`src/rtl/serial_addsub_ctrl.sv`:
```
// Bit-serial add/subtract sequencer driving one shared 1-bit adder_subtractor cell.
// Operands are processed LSB first, one bit per clock, with carry/borrow and signed overflow.
module serial_addsub_ctrl #(
  parameter int WIDTH = 16
) (
  input  logic             clk,
  input  logic             rst_n,
  input  logic             start,
  input  logic             mode,
  input  logic [WIDTH-1:0] a,
  input  logic [WIDTH-1:0] b,
  output logic             busy,
  output logic             done,
  output logic [WIDTH-1:0] result,
  output logic             cout,
  output logic             overflow,
  output logic             cell_a,
  output logic             cell_b,
  output logic             cell_mode,
  output logic             cell_cin,
  input  logic             cell_result,
  input  logic             cell_cout
);

  localparam int CW = (WIDTH > 1) ? $clog2(WIDTH) : 1;

  typedef enum logic [1:0] {
    IDLE = 2'd0,
    RUN  = 2'd1,
    DONE = 2'd2
  } state_t;

  state_t           state_reg, state_next;
  logic [WIDTH-1:0] a_sh_reg, b_sh_reg, res_sh_reg;
  logic             mode_reg, carry_reg, cout_reg, ovf_reg;
  logic [CW-1:0]    cnt_reg;
  logic             last_bit;
  logic             accept;

  assign last_bit = (cnt_reg == CW'(WIDTH - 1));
  assign accept   = (state_reg == IDLE) && start;

  always_ff @(posedge clk or negedge rst_n) begin
    if (!rst_n) begin
      state_reg <= IDLE;
    end else begin
      state_reg <= state_next;
    end
  end

  // Cell inputs are only driven in RUN so the shared cell sees zeros otherwise.
  always_comb begin
    state_next = state_reg;
    busy       = 1'b0;
    done       = 1'b0;
    cell_a     = 1'b0;
    cell_b     = 1'b0;
    cell_mode  = 1'b0;
    cell_cin   = 1'b0;
    case (state_reg)
      IDLE: begin
        if (start) begin
          state_next = RUN;
        end
      end
      RUN: begin
        busy      = 1'b1;
        cell_a    = a_sh_reg[0];
        cell_b    = b_sh_reg[0];
        cell_mode = mode_reg;
        cell_cin  = carry_reg;
        if (last_bit) begin
          state_next = DONE;
        end
      end
      DONE: begin
        done       = 1'b1;
        state_next = IDLE;
      end
      default: begin
        state_next = IDLE;
      end
    endcase
  end

  always_ff @(posedge clk or negedge rst_n) begin
    if (!rst_n) begin
      a_sh_reg   <= '0;
      b_sh_reg   <= '0;
      res_sh_reg <= '0;
      mode_reg   <= 1'b0;
      carry_reg  <= 1'b0;
      cout_reg   <= 1'b0;
      ovf_reg    <= 1'b0;
      cnt_reg    <= '0;
    end else if (accept) begin
      a_sh_reg  <= a;
      b_sh_reg  <= b;
      mode_reg  <= mode;
      carry_reg <= mode;
      cnt_reg   <= '0;
    end else if (state_reg == RUN) begin
      res_sh_reg <= {cell_result, res_sh_reg[WIDTH-1:1]};
      a_sh_reg   <= a_sh_reg >> 1;
      b_sh_reg   <= b_sh_reg >> 1;
      carry_reg  <= cell_cout;
      cnt_reg    <= cnt_reg + CW'(1);
      // carry_reg still holds the carry into the MSB on this edge.
      if (last_bit) begin
        ovf_reg  <= carry_reg ^ cell_cout;
        cout_reg <= cell_cout;
      end
    end
  end

  assign result   = res_sh_reg;
  assign cout     = cout_reg;
  assign overflow = ovf_reg;

endmodule

```
`config.mk`:
```
export PLATFORM = sky130hd
export DESIGN_NAME = serial_addsub_ctrl
export DESIGN_NICKNAME = d
export VERILOG_FILES = /design/src/rtl/serial_addsub_ctrl.sv
export SDC_FILE = /design/constraint.sdc
export NUM_CORES = 1
export LEC_CHECK = 0
export CAP_MARGIN = 10
export CORE_MARGIN = 2
export CORE_UTILIZATION = 53
export DETAILED_ROUTE_END_ITERATION = 10
export PLACE_DENSITY = 0.84
export SLEW_MARGIN = 25
export SYNTH_ARGS = -nofsm -noshare
export SYNTH_HDL_FRONTEND = slang
export SYNTH_SLANG_ARGS = --single-unit
export TNS_END_PERCENT = 50
```
`constraint.sdc`:
```
create_clock -name clk -period 2 [get_ports clk]
set_input_delay 0.2 -clock clk [delete_from_list [all_inputs] [get_ports clk]]
set_output_delay 0.2 -clock clk [all_outputs]
set_load 0.05 [all_outputs]
```
==> summary.md, run 1 <==
| Metric | Value |
|---|---|
| Worst EP arrival | 1.68 ns |
| Post-synthesis cell type count | 32 |
| Layout cell share with drive strength beyond 1 | 21.4% |
| Flops & latches, synth | 58 |
| Final Cycle Share | 93.9% |
| Status | complete, no violations |
| Slew Viols, Final | 0 |
| Htree depth | 3 |
| Synth Warn # | 0 |
| Post-Syn Area | 2670 µm² |
| Iteration count of the initial detailed-routing pass | 4 |
| Largest net degree at the start of global routing | 59 |
| Routability congestion estimate | 0.755 |
| Period minus WS final | 1.88 ns |
| Synth area leader | dfrtp_1 |
| Number of remaining DRC errors | 0 |
| Total global-route track usage | 22.1% |
| CTS sink count | 58 |
| Routed length per instance | 14.4 µm |
| # setup viols final | 0 |
| Pre-CTS setup slack | 0.267 ns |
| Die W | 75.0 µm |
| Grt total ovfl | 0 |
| Ant. Diodes | 0 |
| Root Driver | clkbuf_8 |
| Max Clk Rate | 532 MHz |
| Async SR Flop Fraction | 100% |
| Hold crit path type | primary input to async pin |
| Clk_skew | 0.00812 ns |
| Io pins | 62 |
| Synth Instances | 252 |
| Sequential cell area | 1450 µm² |
| Remaining antenna violation count | 0 |
| Area grow syn2layout | 32.9% |
| TNS Setup | 0 ns |
| Starting DRT DRC Count | 95 |
| Die height | 75.0 µm |
| Synth top area cells | dfrtp_1, nand2_1, a22oi_2 |
| Synth cell count leaders | nand2_1, dfrtp_1, a22oi_2 |
| Final hold violations | 0 |
| Synth top area share | 54.3% |
| Worst-Skew Late Latency | 0.34 ns |
| Fin worst setup slack | 0.122 ns |
| TritonCTS clock tree | built |
| Total number of vias | 2,073 |
| Most common cell in the synthesized netlist | nand2_1 |
| Total core area | 4790 µm² |
| Fill cell count | 349 |
| Worst Tran Pin Value | 0.511 ns |
| RSZ-0062 raised after global routing | no |
| Row cnt | 25 |
| Clock Path Buffers | 2 |
| Post-Syn Nets | 291 |
| EDFF count, synth | 0 |
| Initial Utilization | 55.8% |
| Final WL | 5600 µm |
| Leakage | 1.55 nW |
| Register-to-Register Path Depth | 4 |
| Overall die area | 5630 µm² |
| Vias in the first global route | 2,000 |
| Highest net fanout along the worst path | 14 |
| Ys flop type | dfrtp_1 |
| Worst setup SP type | register |
| Final HPWL DP | 3700 µm |
| CP max-delay cell | dfrtp_2 |
| CP Capture Type | output pin |
| Footprint of the multi-input gates | 1080 µm² |
| Hold slack | 0.403 ns |
| Peak supply drop | 1.02 mV |
| Pwr Density | 1720 nW/µm² |
| Port bufs | 61 |
| First-pass GRT wire length | 9160 µm |
| Crit-path cells | nand2b_1, inv_2, and2_1, buf_4 |
| Max-slew headroom at the worst pin | 65.8% |
| Clock transition at path regs | 0.06 ns |
| Sequential area share after synthesis | 54.3% |
| Syn Area/Cell | 10.6 µm² |
| Worst Path Required | 1.80 ns |
| Power Total | 6.10 mW |
| Total CTS buffers | 9 |
| Initial antenna violation count | 0 |
| Max cap viols | 0 |
| Number of vias per cell | 5.33 |
| WS Path Type | register to output pin |
| Nets | 357 |
| Slowest stage delay, CP | 0.60 ns |
[worst paths after layout]
kind / start / slack (ns) / end
worst min register to register: b_sh_reg[9]$_DFFE_PN0P_ / 0.48 / b_sh_reg[9]$_DFFE_PN0P_
worst max register to register: state_reg[0]$_DFFE_PN0P_ / 0.40 / cout$_DFFE_PN0P_
max in group asynchronous: rst_n / 1.32 / state_reg[0]$_DFFE_PN0P_
worst min-delay path: rst_n / 0.40 / a_sh_reg[4]$_DFFE_PN0P_
worst max-delay path: state_reg[0]$_DFFE_PN0P_ / 0.12 / cell_mode
min in group clk: cell_result / 0.41 / result[15]$_DFFE_PN0P_
[per-layer routing]
| metal | global-route usage (%) | share of wire, % | vias up |
|---|---|---|---|
| met3 | 6.56 | 3.9 | 11 |
| li1 | - | - | 1004 |
| met5 | 0 | 0 | - |
| met4 | 11.1 | 2.5 | 0 |
| met1 | 27.9 | 45 | 1015 |
| met2 | 34.8 | 48 | 43 |
[area by class of cell]
class | instances | area share (%)
Sequential cell | 58 | 40.9
Multi-Input combinational cell | 174 | 30.5
Timing Repair Buffer | 73 | 20.3
Clock buffer | 13 | 4.76
Tap cell | 67 | 2.36
Clock inverter | 2 | 0.986
Inverter | 2 | 0.211
[per-stage QoR]
step | utilization [%] | instance area (µm²) | cells
global placement | 69.8 | 3340 | 373
floorplan | - | 2670 | 252
global route | 74.2 | 3550 | 389
finish | 74.2 | 3550 | 389
CTS | 74.2 | 3550 | 389
detailed placement | 69.8 | 3340 | 373
[where the power goes]
part	leakage, nW	switching [mW]	total (mW)	internal [mW]
registers	0.745	0.392	2.05	1.66
logic	0.700	1.82	2.95	1.13
clock network	0.106	0.435	1.10	0.669
[cell families after synthesis]
kind of cell,after synthesis,share of synthesized area (%)
AO/OA/AOI/OAI,71,22.7
XOR/XNOR,1,0.328
adder cells (fa/ha/maj),1,0.468
buffers and inverters,20,5.15
flip-flops,58,54.3
multiplexers,4,1.69
AND/OR/NAND/NOR,97,15.4
[critical path: cells and delay by family, from the launching register on]
| kind | cells | cell delay (ns) |
|---|---|---|
| buffers and inverters | 2 | 0.41 |
| DFF | 1 | 0.60 |
| and+or+nand+nor | 2 | 0.33 |
[what timing repair did]
item                                   in CTS  in global routing
endpoints found under the hold margin      58                  0
gates resized for setup                     1                  0
buffers inserted                            0                  0
hold buffers                                1                  0
setup endpoints to repair                   2                  0
[cells in the final DEF (no fill, tap or decap), types with 2 or more instances in the layout]
master           count
nand2b_1             2
clkdlybuf4s50_1     54
a22o_1               4
a22oi_1             10
and2_1               4
o21ai_0             10
a22oi_2             20
o21ai_2              8
buf_12               3
mux2_2               4
nand3_1              4
dfrtp_1             57
nand2_1             80
buf_4               14
a2bb2oi_1            2
clkbuf_8            12
o21ai_1             13
No activity file was read; power rests on OpenSTA's default activity.
==> inputs of run 2 (changes only) <==
Settings changed: RECOVER_POWER from default to 50.
==> run 2 against run 1 <==
Net effect: clock power hardly changed; first-iteration DRC count is 25% higher; sequential share of layout area is 0.32 points higher; critical path type unchanged; via count is 0.29% lower; highest routed layer unchanged; die area stayed put; cell area is 0.78% lower.
==> summary.md, run 2 (synthesized netlist as in run 1, its figures left out) <==
| Metric | Value |
|---|---|
| Starting DRT DRC Count | 119 (+25%) |
| Worst Tran Pin Value | 1.27 ns (+0.756 ns) |
| Max-slew headroom at the worst pin | 15.5% (-50 points) |
| Most frequent cells in the layout | nand2_1, dfrtp_1, clkdlybuf4s50_1, a22oi_2 |
| Nets | 357 (unchanged) |
| Die W | 75.0 µm (unchanged) |
| Grt met2 use | 34.8% (unchanged) |
| Vias in the first global route | 2,000 (unchanged) |
| Die height | 75.0 µm (unchanged) |
| RSZ-0062 raised after global routing | no |
| Final Cycle Share | 93.0% (-0.93 points) |
| Leakage | 1.55 nW (-0.32%) |
| Total CTS buffers | 9 (unchanged) |
| Layout cell share with drive strength beyond 1 | 21.1% (-0.31 points) |
| Port bufs | 61 (unchanged) |
| Iteration count of the initial detailed-routing pass | 4 (unchanged) |
| TritonCTS clock tree | built |
| Clock Path Buffers | 2 (unchanged) |
| Overall die area | 5630 µm² (unchanged) |
| Io pins | 62 (unchanged) |
| Peak supply drop | 1.01 mV (about the same) |
| Routability congestion estimate | 0.755 (unchanged) |
| Initial antenna violation count | 0 (unchanged) |
| Busiest grt layer | met2 |
| Initial Utilization | 55.8% (unchanged) |
| Clk_skew | 0.00795 ns (-0.000179 ns) |
| GR Layer Usage met1 | 27.9% (unchanged) |
| Worst EP arrival | 1.66 ns (-0.02 ns) |
| Worst setup SP type | register |
| Register-to-Register Path Depth | 4 (unchanged) |
| Slew Viols, Final | 0 (unchanged) |
| Routed length per instance | 14.4 µm (about the same) |
| Setup crit start | state_reg[0]$_DFFE_PN0P_ |
| Reg2reg start | state_reg[0]$_DFFE_PN0P_ |
| WS Path Type | register to output pin |
| Setup crit end | cell_a |
| CP Capture Type | output pin |
| Row cnt | 25 (unchanged) |
| # setup viols final | 0 (unchanged) |
| Total number of vias | 2,067 (-0.29%) |
| Pwr Density | 1720 nW/µm² (+0.37%) |
| Final HPWL DP | 3700 µm (unchanged) |
| Worst Path Required | 1.80 ns (about the same) |
| Status | complete, no violations |
| Worst-Skew Late Latency | 0.34 ns (about the same) |
| TNS Setup | 0 ns (unchanged) |
| Highest net fanout along the worst path | 14 (unchanged) |
| Clock transition at path regs | 0.06 ns (about the same) |
| Final hold violations | 0 (unchanged) |
| Post-CTS Repair Setup Buffers | 0 (unchanged) |
| RR Endpoint | cout$_DFFE_PN0P_ |
| CTS sink count | 58 (unchanged) |
| Setup slack, reg-to-reg | 0.34 ns (-0.06 ns) |
| Final WL | 5600 µm (about the same) |
| Number of remaining DRC errors | 0 (unchanged) |
| Util after Layout | 73.6% (-0.58 points) |
| Hold crit path type | primary input to register |
| Root Driver | clkbuf_8 |
| Ant. Diodes | 0 (unchanged) |
| Period minus WS final | 1.86 ns (-0.0186 ns) |
| Largest net degree at the start of global routing | 59 (unchanged) |
| Area grow syn2layout | 31.9% |
| Grt total ovfl | 0 (unchanged) |
| First-pass GRT wire length | 9160 µm (unchanged) |
| Max Clk Rate | 538 MHz (+1.0%) |
| M3 GR Usage | 6.56% (unchanged) |
| Total core area | 4790 µm² (unchanged) |
| Commonest non-fill, non-tap cell in the layout | nand2_1 |
| Number of vias per cell | 5.31 (-0.29%) |
| Max cap viols | 0 (unchanged) |
| Total global-route track usage | 22.1% (unchanged) |
| Htree depth | 3 (unchanged) |
| Remaining antenna violation count | 0 (unchanged) |
-- run 2: cell count changes in the layout (fill, tap and decap cells not counted), sizes merged --
cell    delta
buf        -1
clkbuf     +1
-- run 2: final cells by class --
cell class,count,area [µm²]
Clock buffer,13,169
Clock inverter,2,35.0
Fill cell,352,1260
Inverter,2,7.51
Multi-Input combinational cell,174,1070
Sequential cell,58,1450
Tap cell,67,83.8
Timing Repair Buffer,73,703
-- run 2: worst min-delay path by stage --
stage	startpoint	endpoint	slack (ns)	depth (start not counted)
after floorplan	rst_n	a_sh_reg[0]$_DFFE_PN0P_	-0.1	0
after global placement	rst_n	a_sh_reg[3]$_DFFE_PN0P_	0.22	2
after detailed placement	rst_n	a_sh_reg[4]$_DFFE_PN0P_	0.23	2
after CTS	cell_result	result[15]$_DFFE_PN0P_	0.40	3
after global routing	cell_result	result[15]$_DFFE_PN0P_	0.42	3
final	cell_result	result[15]$_DFFE_PN0P_	0.41	3
-- run 2: worst max-delay path, cell delays in order, from the launching register on --
cell and delay [ns]:
dfrtp_2 0.59, nand2b_1 0.16, inv_2 0.22, and2_1 0.16, buf_4 0.19
-- run 2: repair_timing --
item | in CTS | in global routing
hold buffers | 1 | 0
hold endpoints to repair | 58 | 0
resized for setup | 1 | 0
endpoints found under the setup margin | 2 | 0
-- run 2: layer usage --
layer,vias up,part of all wire [%]
met4,0,2.5
met5,-,0
li1,1004,-
met2,41,48
met1,1011,45
met3,11,3.9
-- run 2: power breakdown --
group | internal, mW | total (mW) | switching, mW
Combinational | 1.11 | 2.93 | 1.82
Clock | 0.669 | 1.10 | 0.435
Sequential | 1.66 | 2.05 | 0.390
-- run 2: through the flow --
stage | worst slack [ns] | hold slack [ns] | cell area [µm²] | total power [mW] | cells
floorplan | 0.292 | -0.0956 | 2670 | 4.15 | 252
global placement | 0.321 | 0.223 | 3340 | 4.92 | 373
detailed placement | 0.267 | 0.235 | 3340 | 5.01 | 373
CTS | 0.121 | 0.401 | 3550 | 6.15 | 389
global route | 0.0542 | 0.421 | 3520 | 6.43 | 389
finish | 0.141 | 0.407 | 3520 | 6.08 | 389
==> inputs of run 3 (changes only) <==
Settings changed: CELL_PAD_IN_SITES_DETAIL_PLACEMENT from default to 0, CELL_PAD_IN_SITES_GLOBAL_PLACEMENT from default to 1, CORE_UTILIZATION 53 to 41, GPL_ROUTABILITY_DRIVEN from default to 0, PLACE_DENSITY 0.84 to default, PLACE_DENSITY_LB_ADDON from default to 0.1.
==> run 3 against run 2 <==
Net effect: routed wire length up 2.5%; clock-buffer cell count decreased by 1; die area rose by 28%; combinational power about the same; clock power decreased by 5%; non-clock buffer count shrank 4; critical endpoint is now busy; largest cell class unchanged.
==> summary.md, run 3 (synthesized netlist as in run 1, its figures left out) <==
| Metric | Value |
|---|---|
| Max-slew headroom at the worst pin | 43.6% (+28 points) |
| CP max-delay cell | dfrtp_2 |
| Util after Layout | 55.6% (-18 points) |
| Starting DRT DRC Count | 159 (+34%) |
| Clk_skew | 0.00700 ns (-0.000942 ns) |
| Slowest stage delay, CP | 0.49 ns (-0.10 ns) |
| Layout cell share with drive strength beyond 1 | 19.5% (-1.6 points) |
| Max Clk Rate | 535 MHz (-0.57%) |
| Crit path max-delay family | buffers and inverters |
| Nets | 353 (-1.1%) |
| Initial antenna violation count | 0 (unchanged) |
| Most frequent CP cell | buf_4 |
| Pwr Density | 1700 nW/µm² (-1.6%) |
| Total number of vias | 2,029 (-1.8%) |
| Routed length per instance | 14.5 µm (+0.96%) |
| Slew Viols, Final | 0 (unchanged) |
| Die height | 84.7 µm (+13%) |
| Htree depth | 3 (unchanged) |
| Final hold violations | 0 (unchanged) |
| Grt total ovfl | 0 (unchanged) |
| Hold crit path type | primary input to register |
| Period minus WS final | 1.87 ns (+0.0106 ns) |
| Io pins | 62 (unchanged) |
| Max cap viols | 0 (unchanged) |
| Number of vias per cell | 5.14 (-3.3%) |
| Row cnt | 29 (+16%) |
| Largest net degree at the start of global routing | 39 (-34%) |
| CTS hold repair buffers | 1 (unchanged) |
| CP Capture Type | output pin |
| Final HPWL DP | 3610 µm (-2.4%) |
| Leakage | 1.52 nW (-1.9%) |
| Initial Utilization | 42.3% (-14 points) |
| Remaining antenna violation count | 0 (unchanged) |
| RSZ-0062 raised after global routing | no |
| Clock transition at path regs | 0.07 ns (about the same) |
| Overall die area | 7180 µm² (+28%) |
| Most frequent cells in the layout | nand2_1, dfrtp_1, clkdlybuf4s50_1, a22oi_2, o21ai_1 |
| # setup viols final | 0 (unchanged) |
| Die W | 84.7 µm (+13%) |
| Final Cycle Share | 93.5% (+0.53 points) |
| TNS Setup | 0 ns (unchanged) |
| Setup slack, reg-to-reg | 0.17 ns (-0.17 ns) |
| Worst-Skew Late Latency | 0.33 ns (about the same) |
| Post-CTS Repair Setup Buffers | 0 (unchanged) |
| Clock Path Buffers | 2 (unchanged) |
| Highest net fanout along the worst path | 17 (+3) |
| Ant. Diodes | 0 (unchanged) |
| Critical path buffer and inverter count | 3 (+1) |
| Total global-route track usage | 17.7% (-4.4 points) |
| First-pass GRT wire length | 10,100 µm (+9.9%) |
| Worst Tran Pin Value | 0.846 ns (-0.421 ns) |
| Worst Path Required | 1.80 ns (about the same) |
| Commonest non-fill, non-tap cell in the layout | nand2_1 |
| CTS sink count | 58 (unchanged) |
| Iteration count of the initial detailed-routing pass | 4 (unchanged) |
| Worst EP arrival | 1.67 ns (about the same) |
| Port bufs | 61 (unchanged) |
| Reg2reg start | state_reg[0]$_DFFE_PN0P_ |
| Setup crit start | state_reg[0]$_DFFE_PN0P_ |
| Number of remaining DRC errors | 0 (unchanged) |
| WS Path Type | register to output pin |
| Worst setup SP type | register |
| Total CTS buffers | 9 (unchanged) |
| Area grow syn2layout | 31.4% |
| Root Driver | clkbuf_8 |
| Status | complete, no violations |
| Hold_sp | cell_result |
| Final WL | 5740 µm (+2.5%) |
| Vias in the first global route | 2,033 (+1.7%) |
| Crit-path cells | nand2b_1, inv_1, buf_4, buf_4 |
| Fill cell count | 574 (+63%) |
| Total core area | 6310 µm² (+32%) |
| Post-CTS sizing | 0 (-1) |
| TritonCTS clock tree | built |
| Peak supply drop | 1.12 mV (+11%) |
==> run 3: cell types whose count changed in the layout (fill, tap and decap cells not counted), sizes merged <==
cell / delta
buf: -5
clkinv: +1
==> run 3: where the power goes <==
group	total [mW]	internal [mW]	switching, mW
combinational	2.91	1.08	1.83
clock	1.04	0.599	0.440
sequential	2.01	1.66	0.352
total	5.96	3.34	2.62
==> run 3: final cells by class <==
| type | count | area (µm²) | share of cell area, % |
|---|---|---|---|
| Tap cell | 77 | 96.3 | 2.74 |
| Clock inverter | 3 | 40.0 | 1.14 |
| Multi-Input combinational cell | 174 | 1080 | 30.9 |
| Inverter | 2 | 7.51 | 0.214 |
| Clock buffer | 12 | 145 | 4.13 |
| Sequential cell | 58 | 1450 | 41.4 |
| Timing Repair Buffer | 69 | 687 | 19.6 |
==> run 3: path summary, 6_finish.rpt <==
| kind | cells past startpoint | endpoint |
|---|---|---|
| max in group asynchronous | 3 | state_reg[0]$_DFFE_PN0P_ |
| max | 4 | busy |
| min reg2reg | 2 | result[6]$_DFFE_PN0P_ |
| min | 3 | result[15]$_DFFE_PN0P_ |
| max reg2reg | 4 | cout$_DFFE_PN0P_ |
| min in group asynchronous | 2 | b_sh_reg[7]$_DFFE_PN0P_ |
==> run 3: metal layers <==
metal / vias up / track usage (%) / wire (µm)
met1: 988 / 25.8 / 2900
met2: 39 / 25.1 / 2520
met4: 0 / 8.37 / 82
met3: 8 / 3.83 / 239
li1: 994 / - / -
met5: - / 0 / 0
==> run 3: worst min-delay path: stages <==
cell and delay (ns):
clkdlybuf4s50_1 0.40, nand2_1 0.06, nand2_1 0.04
==> run 3: per-stage QoR <==
stage          power [mW]  instance area, µm²  cells  hold slack [ns]  setup WS (ns)
2_1_floorplan        4.15                2670    252          -0.0956          0.292
3_3_place_gp         4.94                3320    379            0.276          0.197
3_5_place_dp         4.98                3320    379            0.273          0.167
4_1_cts              6.05                3520    395            0.383         0.0953
5_1_grt              6.36                3510    395            0.433         0.0290
6_report             5.96                3510    395            0.401          0.130
